`config.mk`:
```
export PLATFORM = sky130hd
export DESIGN_NAME = combo_streak_tracker
export DESIGN_NICKNAME = d
export VERILOG_FILES = /design/src/rtl/combo_pkg.sv /design/src/rtl/combo_timeout_timer.sv /design/src/rtl/combo_streak_tracker.sv
export SDC_FILE = /design/constraint.sdc
export NUM_CORES = 1
export LEC_CHECK = 0
export BUFFER_PORTS_ARGS = -buffer_cell sky130_fd_sc_hd__buf_2
export CORE_ASPECT_RATIO = 0.8
export CORE_UTILIZATION = 45
export DETAILED_ROUTE_END_ITERATION = 8
export PLACE_DENSITY = 0.7
export SYNTH_ARGS = -nofsm -noshare
export SYNTH_HDL_FRONTEND = slang
export SYNTH_SLANG_ARGS = --single-unit
```
`constraint.sdc`:
```
create_clock -name clk -period 5.4 [get_ports clk]
set_input_delay 0.81 -clock clk [delete_from_list [all_inputs] [get_ports clk]]
set_output_delay 0.81 -clock clk [all_outputs]
set_load 0.1 [all_outputs]
```
`src/rtl/combo_pkg.sv`:
```
// Shared types, default constants and sizing helper for the combo streak tracker.
package combo_pkg;

    typedef enum logic {
        IDLE,
        ACTIVE
    } state_t;

    localparam int CLK_HZ            = 50_000_000;
    localparam int TIMEOUT_SECONDS   = 3;
    localparam int DEFAULT_TIMEOUT   = CLK_HZ * TIMEOUT_SECONDS;
    localparam int DEFAULT_MAX_COMBO = 99;

    function automatic int clog2(input int value);
        int r;
        r = 0;
        while ((64'(1) << r) < 64'(value)) r = r + 1;
        return r;
    endfunction

endpackage

```
`src/rtl/combo_timeout_timer.sv`:
```
// Loadable down-counter that flags expiry at zero; clear outranks load, load outranks count.
// One-cycle update latency, no backpressure.
module combo_timeout_timer
    import combo_pkg::*;
#(
    parameter int CYCLES = DEFAULT_TIMEOUT
)(
    input  logic clk,
    input  logic reset,
    input  logic load,
    input  logic clear,
    input  logic enable,
    output logic expired
);

    localparam int TW = (clog2(CYCLES) < 1) ? 1 : clog2(CYCLES);
    localparam logic [TW-1:0] LOAD_VAL = TW'(CYCLES - 1);

    logic [TW-1:0] count;

    always_ff @(posedge clk) begin
        if (reset || clear) begin
            count <= '0;
        end else if (load) begin
            count <= LOAD_VAL;
        end else if (enable && count != '0) begin
            count <= count - TW'(1);
        end
    end

    assign expired = (count == '0);

endmodule

```
`src/rtl/combo_streak_tracker.sv`:
```
// Whac-A-Mole combo engine: saturating streak, tiered multiplier, session best, break pulse.
// State and outputs update one cycle after the input pulse; pulses are always accepted.
module combo_streak_tracker
    import combo_pkg::*;
#(
    parameter int WIDTH          = 7,
    parameter int MAX_COMBO      = DEFAULT_MAX_COMBO,
    parameter int HIT_INC        = 1,
    parameter int CLEAR_INC      = 2,
    parameter int TIMEOUT_CYCLES = DEFAULT_TIMEOUT,
    parameter int TIER_STEP      = 10,
    parameter int MAX_MULT       = 4
)(
    input  logic             clk,
    input  logic             reset,
    input  logic             new_round,
    input  logic             pause,
    input  logic             miss,
    input  logic             hit,
    input  logic             full_clear,
    output logic [WIDTH-1:0] combo_val,
    output logic [WIDTH-1:0] best_combo,
    output logic [2:0]       multiplier,
    output logic             combo_break,
    output logic             timer_active
);

    if (MAX_COMBO >= (1 << WIDTH)) begin : g_bad_max_combo
        $error("MAX_COMBO must be below 2**WIDTH");
    end
    if (MAX_MULT < 1 || MAX_MULT > 7) begin : g_bad_max_mult
        $error("MAX_MULT must be in 1..7");
    end

    localparam logic [WIDTH:0] MAX_W = (WIDTH+1)'(MAX_COMBO);

    state_t         state;
    logic           expired;
    logic           hit_eff;
    logic           timeout_fire;
    logic [WIDTH:0] sum;
    logic [WIDTH-1:0] next_combo;
    logic [WIDTH-1:0] tier;
    logic [WIDTH:0] mult_raw;

    assign hit_eff      = hit && !miss && !new_round;
    assign timeout_fire = (state == ACTIVE) && !pause && expired;

    // Extra headroom bit so the sum saturates instead of wrapping.
    assign sum        = {1'b0, combo_val} + (full_clear ? (WIDTH+1)'(CLEAR_INC) : (WIDTH+1)'(HIT_INC));
    assign next_combo = (sum > MAX_W) ? MAX_W[WIDTH-1:0] : sum[WIDTH-1:0];

    if (TIMEOUT_CYCLES != 0) begin : g_timer
        combo_timeout_timer #(
            .CYCLES (TIMEOUT_CYCLES)
        ) u_timer (
            .clk     (clk),
            .reset   (reset),
            .load    (hit_eff),
            .clear   (new_round || miss || (timeout_fire && !hit)),
            .enable  ((state == ACTIVE) && !pause),
            .expired (expired)
        );
    end else begin : g_no_timer
        assign expired = 1'b0;
    end

    always_ff @(posedge clk) begin
        if (reset) begin
            state       <= IDLE;
            combo_val   <= '0;
            best_combo  <= '0;
            combo_break <= 1'b0;
        end else begin
            combo_break <= 1'b0;
            if (new_round) begin
                state     <= IDLE;
                combo_val <= '0;
            end else if (miss) begin
                state       <= IDLE;
                combo_val   <= '0;
                combo_break <= (combo_val != '0);
            end else if (hit) begin
                state      <= ACTIVE;
                combo_val  <= next_combo;
                best_combo <= (next_combo > best_combo) ? next_combo : best_combo;
            end else if (timeout_fire) begin
                state       <= IDLE;
                combo_val   <= '0;
                combo_break <= 1'b1;
            end
        end
    end

    assign tier       = combo_val / WIDTH'(TIER_STEP);
    assign mult_raw   = {1'b0, tier} + (WIDTH+1)'(1);
    assign multiplier = (mult_raw > (WIDTH+1)'(MAX_MULT)) ? 3'(MAX_MULT) : mult_raw[2:0];

    assign timer_active = (state == ACTIVE) && !pause && (TIMEOUT_CYCLES != 0);

endmodule

```
; ---- Word-level counts from Yosys, hierarchy flattened
; Cells that the tools add are included.
[word_totals]
latch_bits = 0
out_inout_bits = 19
inputBits = 7
wordCells = 49
ff_bits = 44
mem_bits_rw = 0
mem_count = 0
mem_bits_ro = 0
[classes]
n_bitwise = 2
n_addsub = 3
shifts = 0
n_lt_le_gt_ge = 3
muxes = 12
reduce_logical = 22
n_mul = 0
div_mod_pow = 1
eq_ne = 0
[ops]
columns = op, n
row1 = 2-to-1 mux 28 bit, 2
row2 = zero test 28 bit, 1
row3 = nonzero test 28 bit, 1
row4 = subtractor 28 x 1 -> 28 bit (second input constant), 1
row5 = 2-to-1 mux 7 bit, 3
row6 = adder 7 x 1 -> 8 bit (second input constant), 1
row7 = adder 7 x 2 -> 8 bit, 1
row8 = greater-than comparator 8 x 3 -> 1 bit (second input constant), 1
row9 = greater-than comparator 8 x 7 -> 1 bit (second input constant), 1
row10 = divider 7 x 4 -> 7 bit (second input constant), 1
row11 = greater-than comparator 7 bit, 1
row12 = nonzero test 7 bit, 1
row13 = logical AND 1 bit, 6
row14 = 2-to-1 mux 1 bit, 5
row15 = zero test 1 bit, 4
row16 = AND reduction 4 bit, 1
row17 = nonzero test 2 bit, 2
row18 = OR reduction 2 bit, 2
row19 = logical OR 1 bit, 3
row20 = 2-to-1 mux 3 bit, 1
row21 = OR reduction 3 bit, 1
row22 = 2-to-1 mux 2 bit, 1
row23 = inverter 1 bit, 2

; ---- Longest topological paths before layout
; Gate-level depths: netlist (run 1).
[depth]
ltp_word = 7
ltp_mapped = 14
mapped_depth_nobuf = 14

; ---- Modules after synthesis
; From an unflattened synthesis (run 1), not the netlist that was laid out.
[unflattened]
hier_cells = 314
hier_area_um2 = 2740.1
[by_module_without_submodules]
columns = mod, n_inst, area_each_um2, seq_area_each_um2, cells_per_inst
row1 = combo_timeout_timer, 1, 1418.9, 560.5, 160
row2 = combo_streak_tracker, 1, 1321.3, 320.3, 154

; ---- Least setup slack after synthesis (run 1)
; OpenSTA, ideal clock, no wires.
[synth_timing]
path_type = register to output
startpoint = register combo_val[2]
endpoint = output multiplier[0]
stages_incl_launch_ff = 8
required_ns = 4.590
arrival_ns = 4.510
n_path_buf = 2
setup_slack_ns = 0.080
cell_sequence = dfxtp_1 -> clkbuf_1 -> clkbuf_1 -> nand2_1 -> o221ai_1 -> o31ai_1 -> a221o_1 -> a211oi_1
[synth_via]
elab_chain_len = 4
[synth_lines]
columns = element, line_no
row1 = start: declaration, combo_streak_tracker.sv:21  ; output logic [WIDTH-1:0] combo_val,
row2 = start signal: assignment, combo_streak_tracker.sv:85  ; combo_val <= next_combo;
row3 = divider 7 x 4 -> 7 bit (*), combo_streak_tracker.sv:95  ; assign tier = combo_val / WIDTH'(TIER_STEP);
row4 = adder 7 x 1 -> 8 bit (*), combo_streak_tracker.sv:96  ; assign mult_raw = {1'b0, tier} + (WIDTH+1)'(1);
row5 = greater-than comparator 8 x 3 -> 1 bit, combo_streak_tracker.sv:97  ; assign multiplier = (mult_raw > (WIDTH+1)'(MAX_MULT)) ? 3'(MAX_MULT) : mult_raw[2:0];
row6 = 2-to-1 mux 3 bit (*), combo_streak_tracker.sv:97
row7 = end: declaration, combo_streak_tracker.sv:23  ; output logic [2:0] multiplier,
; Every way passes the cells marked *; elsewhere a longest branch is shown, timed or not.

; ---- Worst setup path in the final report (run 1)
[layout_timing]
startpoint = input full_clear
endpoint = register best_combo[0]
[layout_via]
elab_chain_len = 6
[layout_lines]
columns = element, line_no
row1 = start: declaration, combo_streak_tracker.sv:20  ; input logic full_clear,
row2 = 2-to-1 mux 2 bit (*), combo_streak_tracker.sv:50  ; assign sum = {1'b0, combo_val} + (full_clear ? (WIDTH+1)'(CLEAR_INC) : (WIDTH+1)'(HIT_INC));
row3 = adder 7 x 2 -> 8 bit (*), combo_streak_tracker.sv:50
row4 = greater-than comparator 8 x 7 -> 1 bit, combo_streak_tracker.sv:51  ; assign next_combo = (sum > MAX_W) ? MAX_W[WIDTH-1:0] : sum[WIDTH-1:0];
row5 = 2-to-1 mux 7 bit (*), combo_streak_tracker.sv:51
row6 = named net next_combo[4], combo_streak_tracker.sv:42  ; logic [WIDTH-1:0] next_combo;
row7 = greater-than comparator 7 bit (*), combo_streak_tracker.sv:86  ; best_combo <= (next_combo > best_combo) ? next_combo : best_combo;
row8 = AND reduction 4 bit (no line) (*), n/a
row9 = end signal: assignment, combo_streak_tracker.sv:86
row10 = end: declaration, combo_streak_tracker.sv:22  ; output logic [WIDTH-1:0] best_combo,
; The timed path passes the listed nets; every way through them passes the cells marked *.
; A chain may end at the register's enable or synchronous reset.

==> results of run 1 <==
[per-layer routing]
metal | global-route usage, % | up-vias | wire, µm
met2 | 30.00 | 81 | 2592
met3 | 3.456 | 14 | 367
met5 | 0 | - | 0
li1 | - | 1263 | -
met4 | 7.706 | 0 | 109
met1 | 31.61 | 1179 | 3128
[power by group through the flow]
| stage | Combinational (mW) | Sequential [mW] | Clock [mW] |
|---|---|---|---|
| after detailed placement | 0.0659 | 0.338 | 0 |
| after global placement | 0.0648 | 0.338 | 0 |
| after CTS | 0.0661 | 0.331 | 0.220 |
| after global routing | 0.0728 | 0.331 | 0.232 |
| after floorplan | 0.0434 | 0.347 | 0 |
| final | 0.0666 | 0.331 | 0.214 |
[placed cells by master (no fill, tap or decap), types with 4 or more instances in the layout]
master	Yosys	routed
dfxtp_1	44	44
a21oi_1	31	31
buf_2	4	25
inv_1	21	21
nand2_1	17	17
nor3_1	14	14
nor2_1	14	14
nand3_1	13	13
o31ai_1	13	13
o21ai_0	12	12
or4_1	12	12
ha_1	11	11
xor2_1	10	10
or3_1	10	10
o22ai_1	6	6
a31oi_1	6	6
clkbuf_8	0	6
nand2b_1	5	5
a21o_1	4	4
nand4_1	4	4
o311ai_0	4	4
[flip-flops by register name, summed over array words and instances, names as in the netlist]
signal                 cells
g_timer.u_timer.count     28
best_combo                 7
combo_val                  7
combo_break                1
state                      1
[worst max-delay path, cell delays in order]
cell and delay, ns:
buf_2 0.12, inv_1 0.05, ha_1 0.23, fa_1 0.46, or4_1 0.43, o2111a_1 0.18, o311ai_0 0.19, nand3_1 0.22
inv_1 0.10, ha_1 0.25, a2111oi_0 0.48, and2_1 0.23, nor2_1 0.11, a211oi_1 0.25
[worst min path at each step]
| stage | startpoint | end | depth (start not counted) |
|---|---|---|---|
| after floorplan | state | state | 2 |
| after global placement | state | state | 2 |
| after detailed placement | g_timer.u_timer.count[7] | g_timer.u_timer.count[7] | 2 |
| after CTS | g_timer.u_timer.count[7] | g_timer.u_timer.count[7] | 2 |
| after global routing | g_timer.u_timer.count[7] | g_timer.u_timer.count[7] | 2 |
| final | state | state | 2 |
[kinds of logic after synthesis]
| family | after synthesis | synth area share [%] |
|---|---|---|
| adder cells (fa/ha/maj) | 13 | 6.207 |
| buffers and inverters | 38 | 6.160 |
| multiplexers | 2 | 0.8337 |
| AO/OA/AOI/OAI | 101 | 25.48 |
| flip-flops | 44 | 32.61 |
| AND/OR/NAND/NOR | 112 | 24.50 |
| XOR/XNOR | 13 | 4.215 |
[area by class of cell]
| cell class | instances | area share, % |
|---|---|---|
| repair buffers | 25 | 4.275 |
| flip-flops and latches | 44 | 30.10 |
| clock buffers | 8 | 3.078 |
| multi-input cells | 241 | 56.52 |
| well taps | 78 | 3.335 |
| inverters | 21 | 2.693 |
==> impl_metrics.tcl, run 1 <==
set metrics [dict create \
    drc 0 \
    final_cell_area_mm2 0.002927 \
    grt_pass1_wl_um 10410 \
    track_usage_pct 21.02 \
    setup_tns_ns 0 \
    ioPinCount 26 \
    synth_cell_types 60 \
    yosys.area.top_type_share_pct 32.61 \
    initialDrtViolationCount 162 \
    worstReg2RegEnd "best_combo[0]" \
    register_area_um2 880.8 \
    dp.cells 409 \
    grt_pass1_vias 2232 \
    worst_pin_slew_ns 0.8366 \
    rr_startpoint "combo_val[0]" \
    io_buffers 25 \
    cts-hold-fix-buffers 0 \
    initial_core_util_pct 48.11 \
    fin_cells 417 \
    finalHoldViolCount 0 \
    cts_max_level 2 \
    dr.pass1.iters 4 \
    combPwrFrac_pct 10.9 \
    min_path_type "flip-flop to flip-flop" \
    cts_setup_buffers 0 \
    fp.dieH_um 71.30 \
    synth_edf_count 0 \
    rrSetupSlack_ns 1.80 \
    synth-async-reset-ratio_pct 0 \
    synth.yosys.seq_area_share_pct 32.61 \
    min_period_ns 3.909 \
    critPathCaptureType "flip-flop" \
    pre_cts_ws_ns 1.242 \
    synth_area_leader_cell "dfxtp_1" \
    final_core_util_pct 52.12 \
    ctsResizeCount 0 \
    cts_sinks 44 \
    irDropWorstVdd_uv 88.41 \
    die_area_mm2 0.006319 \
    grt_max_degree 20 \
    power.total_mw 0.6117 \
    slew_violations 0 \
    postRouteAntennaNets 0 \
    die_w_um 88.63 \
    arrival_ns 4.12 \
    syn_inst 323 \
    clk_latency_ns 0.30 \
    core_mm2 0.005615 \
    vias_per_cell 6.084 \
    synth_area_mm2 0.002701 \
    num_vias 2537 \
    switchingPower_mw 0.1603 \
    grt_overflow_total 0 \
    cp-endpoint "best_combo[0]" \
    critPathRequiredTime_ns 5.61 \
    synth_seq_cells 44 \
    crit_fanout 6 \
    min_period_over_period_pct 72.38 \
    rows 24 \
    rr_worst_depth 12 \
    clockRootBuffer "clkbuf_8" \
    p_clk_share_pct 35.0 \
    fin_nets 357 \
    rsz0062_at_grt "false" \
    synthFlopType "dfxtp_1" \
    dpl.hpwl_um 4369 \
    path_class "input port to flip-flop" \
    synth_commonest_cells "dfxtp_1 (44), a21oi_1 (31), inv_1 (21)" \
    cts_tree "built" \
    max_freq_mhz 255.8 \
    numCtsBuffers 5 \
    placed_area_mm2 0.002836 \
    outcome "complete, no violations" \
    layout_setup_ws_ns 1.491 \
    antenna_cells 0 \
    wl_per_cell_um 14.86 \
    slew_headroom_pct 43.76 \
    synthTopCellsByArea "dfxtp_1 (33%), a21oi_1 (5.7%), ha_1 (5.1%), o31ai_1 (3.6%), or4_1 (3.3%)" \
    startpoint_type "input port" \
    syn_avg_cell_area_um2 8.363 \
    post-synth-top-count-cell "dfxtp_1" \
    layout-drive-gt1-share_pct 13.86 \
    drt_wl_total_um 6197 \
    setup_viol 0 \
    areaGrowthSynthToFinish_pct 8.337 \
    timing.hold.ws_ns 0.4764 \
    antenna_found_initial 0 \
    setup.worst_path.start "full_clear" \
    syn-num-nets 342 \
    swShare_pct 26.21 \
    p_int_mw 0.4514 \
    multi_input_area_mm2 0.001654 \
    drv_cap 0 \
    gp_congestion 0.8658 \
    yosysWarnings 0 \
    path_clk_slew_ns 0.08 \
    powerDensity_mw_per_mm2 209.0 \
    n_fill_cell 568 \
    power_leakage_nw 1.125 \
    clock_skew_ns 0.004898 \
    power_frac_seq_pct 54.1 \
    clock_path_buffers 2 \
]
No activity file was read; power rests on OpenSTA's default activity.
==> inputs of run 2 (changes only) <==
ABC_AREA = 1   (was not set)
clock period = 4.1 ns   (was 5.4 ns; I/O delays follow)
==> impl_metrics.tcl, run 2 <==
set metrics [dict create \
    ioPinCount 26 \
    switchingPower_mw 0.2782 \
    io_buffers 25 \
    wl_met1_um 3731 \
    yosys.area_share.simple_pct 36.85 \
    clock_skew_ns 0.007446 \
    power_leakage_nw 1.678 \
    synth_area_leader_cell "dfxtp_1" \
    path_clk_slew_ns 0.08 \
    synth-async-reset-ratio_pct 0 \
    worst_pin_slew_ns 0.5056 \
    cts_max_level 2 \
    p_clk_share_pct 30.8 \
    areaGrowthSynthToFinish_pct 7.842 \
    drt_wl_total_um 7173 \
    dp.cells 547 \
    cts_setup_buffers 0 \
    synth_xor_area_share_pct 3.776 \
    die_area_mm2 0.007034 \
    slew_violations 0 \
    yosys.area.top_type_share_pct 29.21 \
    max_freq_mhz 299.6 \
    cts_sinks 44 \
    synth_edf_count 0 \
    clockRootBuffer "clkbuf_8" \
    n_fill_cell 647 \
    syn_inst 445 \
    setup_tns_ns 0 \
    clk_latency_ns 0.31 \
    synth_compound_gate_area_share_pct 13.11 \
    critPathRequiredTime_ns 3.48 \
    drv_cap 0 \
    register_area_um2 880.8 \
    dr_wl_met3_um 269 \
    p_int_mw 0.5974 \
    setup_viol 0 \
    post-synth-top-count-cell "nand2_1" \
    power_frac_seq_pct 50.4 \
    syn_avg_cell_area_um2 6.776 \
    drc 0 \
    rsz0062_at_grt "false" \
    largest_reg_flops 28 \
    dpl.hpwl_um 5464 \
    irDropWorstVdd_uv 114.8 \
    slew_headroom_pct 66.19 \
    arrival_ns 2.72 \
    synth_area_mm2 0.003015 \
    powerDensity_mw_per_mm2 269.3 \
    antenna_found_initial 0 \
    cts-hold-fix-buffers 0 \
    final_common_cell "nand2_1" \
    fin_nets 489 \
    wl_per_cell_um 12.95 \
    ctsResizeCount 0 \
    combPwrFrac_pct 18.8 \
    pre_cts_ws_ns 0.4795 \
    synth_cell_types 41 \
    yosysWarnings 0 \
    swShare_pct 31.77 \
    cts_tree "built" \
    synthTopCellsByArea "dfxtp_1 (29%), nand2_1 (11%), inv_1 (7.8%), nor2_1 (7.3%), a21oi_1 (6.1%)" \
    finalHoldViolCount 0 \
    outcome "complete, no violations" \
    numCtsBuffers 5 \
    grt_overflow_total 0 \
    postRouteAntennaNets 0 \
    multi_input_area_mm2 0.001780 \
    synth_seq_cells 44 \
    final_cell_mix "nand2_1 (85), inv_1 (63), nor2_1 (58)" \
    final_core_util_pct 50.49 \
    grt_max_degree 24 \
    min_path_type "flip-flop to flip-flop" \
    synth_top_family_by_area "simple AND/OR/NAND/NOR gates" \
    path_class "flip-flop to output pin" \
    grt_pass1_wl_um 12100 \
    clock_path_buffers 2 \
    critPathCaptureType "output pin" \
    track_usage_pct 22.04 \
    antenna_cells 0 \
    synth.yosys.seq_area_share_pct 29.21 \
    layout-drive-gt1-share_pct 17.66 \
    num_vias 2860 \
    met2_wirelength_um 3081 \
    gp_congestion 0.8902 \
    die_w_um 93.52 \
    post_synth_fa_ha_maj_area_fraction_pct 5.228 \
    min_period_over_period_pct 81.41 \
    dr.pass1.iters 5 \
    top_regs "g_timer.u_timer.count x28, best_combo x7, combo_val x7" \
    crit_fanout 8 \
    synth_commonest_cells "nand2_1 (85), inv_1 (63), nor2_1 (59)" \
    vias_per_cell 5.162 \
    synthFlopType "dfxtp_1" \
    fp.dieH_um 75.22 \
    synth_mux_area_share_pct 0 \
    initial_core_util_pct 46.81 \
    startpoint_type "flip-flop" \
    layout_setup_ws_ns 0.7622 \
    rows 26 \
    grt_pass1_vias 2612 \
    core_mm2 0.006441 \
    routed.top_layer "met4" \
    power.total_mw 0.8756 \
    fin_cells 554 \
    syn-num-nets 464 \
    regMostFlops "g_timer.u_timer.count" \
    initialDrtViolationCount 185 \
    min_period_ns 3.338 \
]
-- run 2: cell types whose count changed after synthesis, moves of 8 or more --
cell / change
inv_1: +42
inv_2: +10
nand2_2: +13
o31ai_1: -12
nand4_1: +8
nor2_1: +45
or4_1: -12
nand2_1: +68
or3_1: -10
nor3_1: -8
nor2_2: +9
clkbuf_1: -9
-- run 2: metrics by stage --
step | cell area [µm²] | hold WS [ns]
2_1_floorplan | 3018 | 0.4313
3_5_place_dp | 3174 | 0.4748
5_1_grt | 3252 | 0.5139
6_report | 3252 | 0.4771
4_1_cts | 3252 | 0.4871
3_3_place_gp | 3174 | 0.4627
-- run 2: logic make-up (layout without fill, tap and decap cells) --
logic type,count (synthesis),after routing
adder cells (fa/ha/maj),12,12
flip-flops,44,44
buffers and inverters,81,106
XOR/XNOR,13,13
AND/OR/NAND/NOR,224,224
AO/OA/AOI/OAI,71,71
-- run 2: critical path, cell delays in order (launching register included) --
cell and delay [ns]:
dfxtp_1 0.58, inv_2 0.08, nand3_1 0.11, nand3_1 0.10, nand2_1 0.12, nand2_1 0.09
nand2_1 0.06, nand2_1 0.08, inv_1 0.06, nand2_1 0.05, nand2_1 0.08, nand2_1 0.05
nand3_1 0.06, nand2_1 0.07, ha_1 0.27, inv_1 0.04, nor2_2 0.08, buf_2 0.42
-- run 2: path summary, 6_finish.rpt --
check                           depth (start not counted)  slack, ns     startpoint             to
worst max-delay path                                   17       0.76   combo_val[4]  multiplier[1]
worst min register to register                          2       0.48  best_combo[5]  best_combo[5]
worst min-delay path                                    2       0.48  best_combo[5]  best_combo[5]
worst max register to register                         20       0.88   combo_val[0]  best_combo[0]
-- run 2: layout make-up --
type                    instances  area share, %
clock inverters                 1         0.1539
flip-flops and latches         44          27.09
clock buffers                   6          2.232
repair buffers                 25          3.848
well taps                      84          3.232
inverters                      74          8.696
multi-input cells             320          54.75
-- run 2: metal layers --
| layer | GRT usage [%] | vias up |
|---|---|---|
| met5 | 0 | - |
| met4 | 7.009 | 0 |
| met3 | 3.030 | 8 |
| met2 | 34.80 | 63 |
| met1 | 31.31 | 1313 |
| li1 | - | 1476 |
-- run 2: power by group through the flow --
stage,registers [mW],clock network [mW],logic (mW)
after CTS,0.441,0.272,0.164
after global routing,0.442,0.288,0.181
after detailed placement,0.451,0,0.164
final,0.441,0.270,0.165
after global placement,0.451,0,0.161
after floorplan,0.487,0,0.0970
==> inputs of run 3 (changes only) <==
PLACE_DENSITY = 0.72   (was 0.7)
clock period = 3.05 ns   (was 4.1 ns; I/O delays follow)
==> impl_metrics.tcl, run 3 (synthesis gave the netlist of run 2 again) <==
set metrics [dict create \
    outcome "complete, no violations" \
    min_period_over_period_pct 95.74 \
    clock_skew_ns 0.005101 \
    fp.dieH_um 75.22 \
    rows 26 \
    hold_depth 3 \
    min_period_ns 2.920 \
    ioPinCount 26 \
    track_usage_pct 22.15 \
    num_vias 2974 \
    die_w_um 93.52 \
    crit_fanout 7 \
    clockRootBuffer "clkbuf_8" \
    fin_nets 509 \
    final_cell_area_mm2 0.003548 \
    power.total_mw 1.288 \
    slowest_delay_ns 0.42 \
    areaGrowthSynthToFinish_pct 17.68 \
    cpMaxStageDelayCell "fa_2" \
    largest_reg_flops 28 \
    grt_overflow_total 0 \
    min_path_type "input port to flip-flop" \
    io_buffers 25 \
    swShare_pct 29.73 \
    critPathCaptureType "flip-flop" \
    cts_sinks 44 \
    antenna_found_initial 0 \
    top_regs "g_timer.u_timer.count x28, best_combo x7, combo_val x7" \
    cp_cell_sequence "ha_4 -> fa_2 -> nand4_1 -> xor2_2 -> nand4_2 -> nand2_2 -> inv_2 -> nand2_1 -> inv_1 -> ha_1 -> nand4_1 -> inv_1 -> buf_4 -> nand4_1 -> nand3_4 -> inv_4 -> nor2_1 -> nor2_1 -> o21ai_1 -> inv_1" \
    numCtsBuffers 5 \
    gp_congestion 0.9354 \
    grt_max_degree 24 \
    irDropWorstVdd_uv 175.8 \
    antenna_cells 0 \
    p_clk_share_pct 34.9 \
    rrSetupSlack_ns 0.13 \
    rr_worst_depth 20 \
    vias_per_cell 5.172 \
    slew_violations 0 \
    worst_pin_slew_ns 0.4911 \
    final_cell_mix "nand2_1 (82), inv_1 (61), nor2_1 (57)" \
    max_freq_mhz 342.5 \
    setup_tns_ns 0 \
    powerDensity_mw_per_mm2 362.9 \
    p_int_mw 0.9048 \
    core_mm2 0.006441 \
    final_core_util_pct 55.09 \
    critPathRequiredTime_ns 3.25 \
    drt_wl_total_um 7365 \
    slew_headroom_pct 67.48 \
    initialDrtViolationCount 181 \
    dpl.hpwl_um 5695 \
    switchingPower_mw 0.3828 \
    layout-drive-gt1-share_pct 25.25 \
    placed_area_mm2 0.003321 \
    finalHoldViolCount 0 \
    startpoint_type "flip-flop" \
    dr.pass1.iters 4 \
    power_leakage_nw 1.792 \
    drv_cap 0 \
    cts_max_level 2 \
    final_common_cell "nand2_1" \
    power_frac_seq_pct 45.9 \
    clk_latency_ns 0.30 \
    layout_setup_ws_ns 0.1300 \
    arrival_ns 3.12 \
    cts_tree "built" \
    rsz0062_at_grt "true" \
    pre_cts_ws_ns -0.2049 \
    path_clk_slew_ns 0.08 \
    drc 0 \
    initial_core_util_pct 46.81 \
    postRouteAntennaNets 0 \
    regMostFlops "g_timer.u_timer.count" \
    grt_pass1_wl_um 12280 \
    setup_viol 0 \
    grt_pass1_vias 2661 \
    clock_path_buffers 2 \
    combPwrFrac_pct 19.2 \
    timing.hold.ws_ns 0.4495 \
    wl_per_cell_um 12.81 \
    die_area_mm2 0.007034 \
    path_class "flip-flop to flip-flop" \
    dp.cells 564 \
    fin_cells 575 \
]
==> run 3: layout make-up <==
| type | count | area [µm²] |
|---|---|---|
| Clock buffer | 6 | 72.57 |
| Clock inverter | 2 | 35.03 |
| Fill cell | 621 | 2893 |
| Inverter | 74 | 285.3 |
| Multi-Input combinational cell | 320 | 1862 |
| Sequential cell | 44 | 897.1 |
| Tap cell | 84 | 105.1 |
| Timing Repair Buffer | 45 | 291.5 |
==> run 3: power groups by stage <==
stage	logic [mW]	registers (mW)	clock network [mW]
floorplan	0.131	0.654	0
global placement	0.226	0.605	0
detailed placement	0.231	0.605	0
CTS	0.232	0.592	0.454
global route	0.269	0.592	0.482
finish	0.247	0.591	0.450
==> run 3: critical path: cells and delay by family (launching register included) <==
kind / cells / cell delay, ns
AOI/OAI and AO/OA: 1 / 0.07
and+or+nand+nor: 9 / 0.96
xor gates and xnor gates: 1 / 0.19
adders and majority gates: 3 / 0.85
buffers and inverters: 6 / 0.39
DFF: 1 / 0.36
==> run 3: path summary, 6_finish.rpt <==
check	to	from
max	best_combo[0]	combo_val[0]
min reg2reg	state	state
max reg2reg	best_combo[0]	combo_val[0]
min	combo_break	miss
==> run 3: repair_timing <==
action | CTS | global route
setup buffers | 0 | 3
hold buffers | 0 | 0
resized for setup | 0 | 25
endpoints found under the hold margin | 0 | 0
setup endpoints to repair | 0 | 9
==> run 3: per-layer routing <==
layer  track usage (%)  part of all wire (%)
met5                 0                     0
met4             5.470                  0.98
met3             3.535                   5.1
met2             35.29                    43
met1             31.52                    51
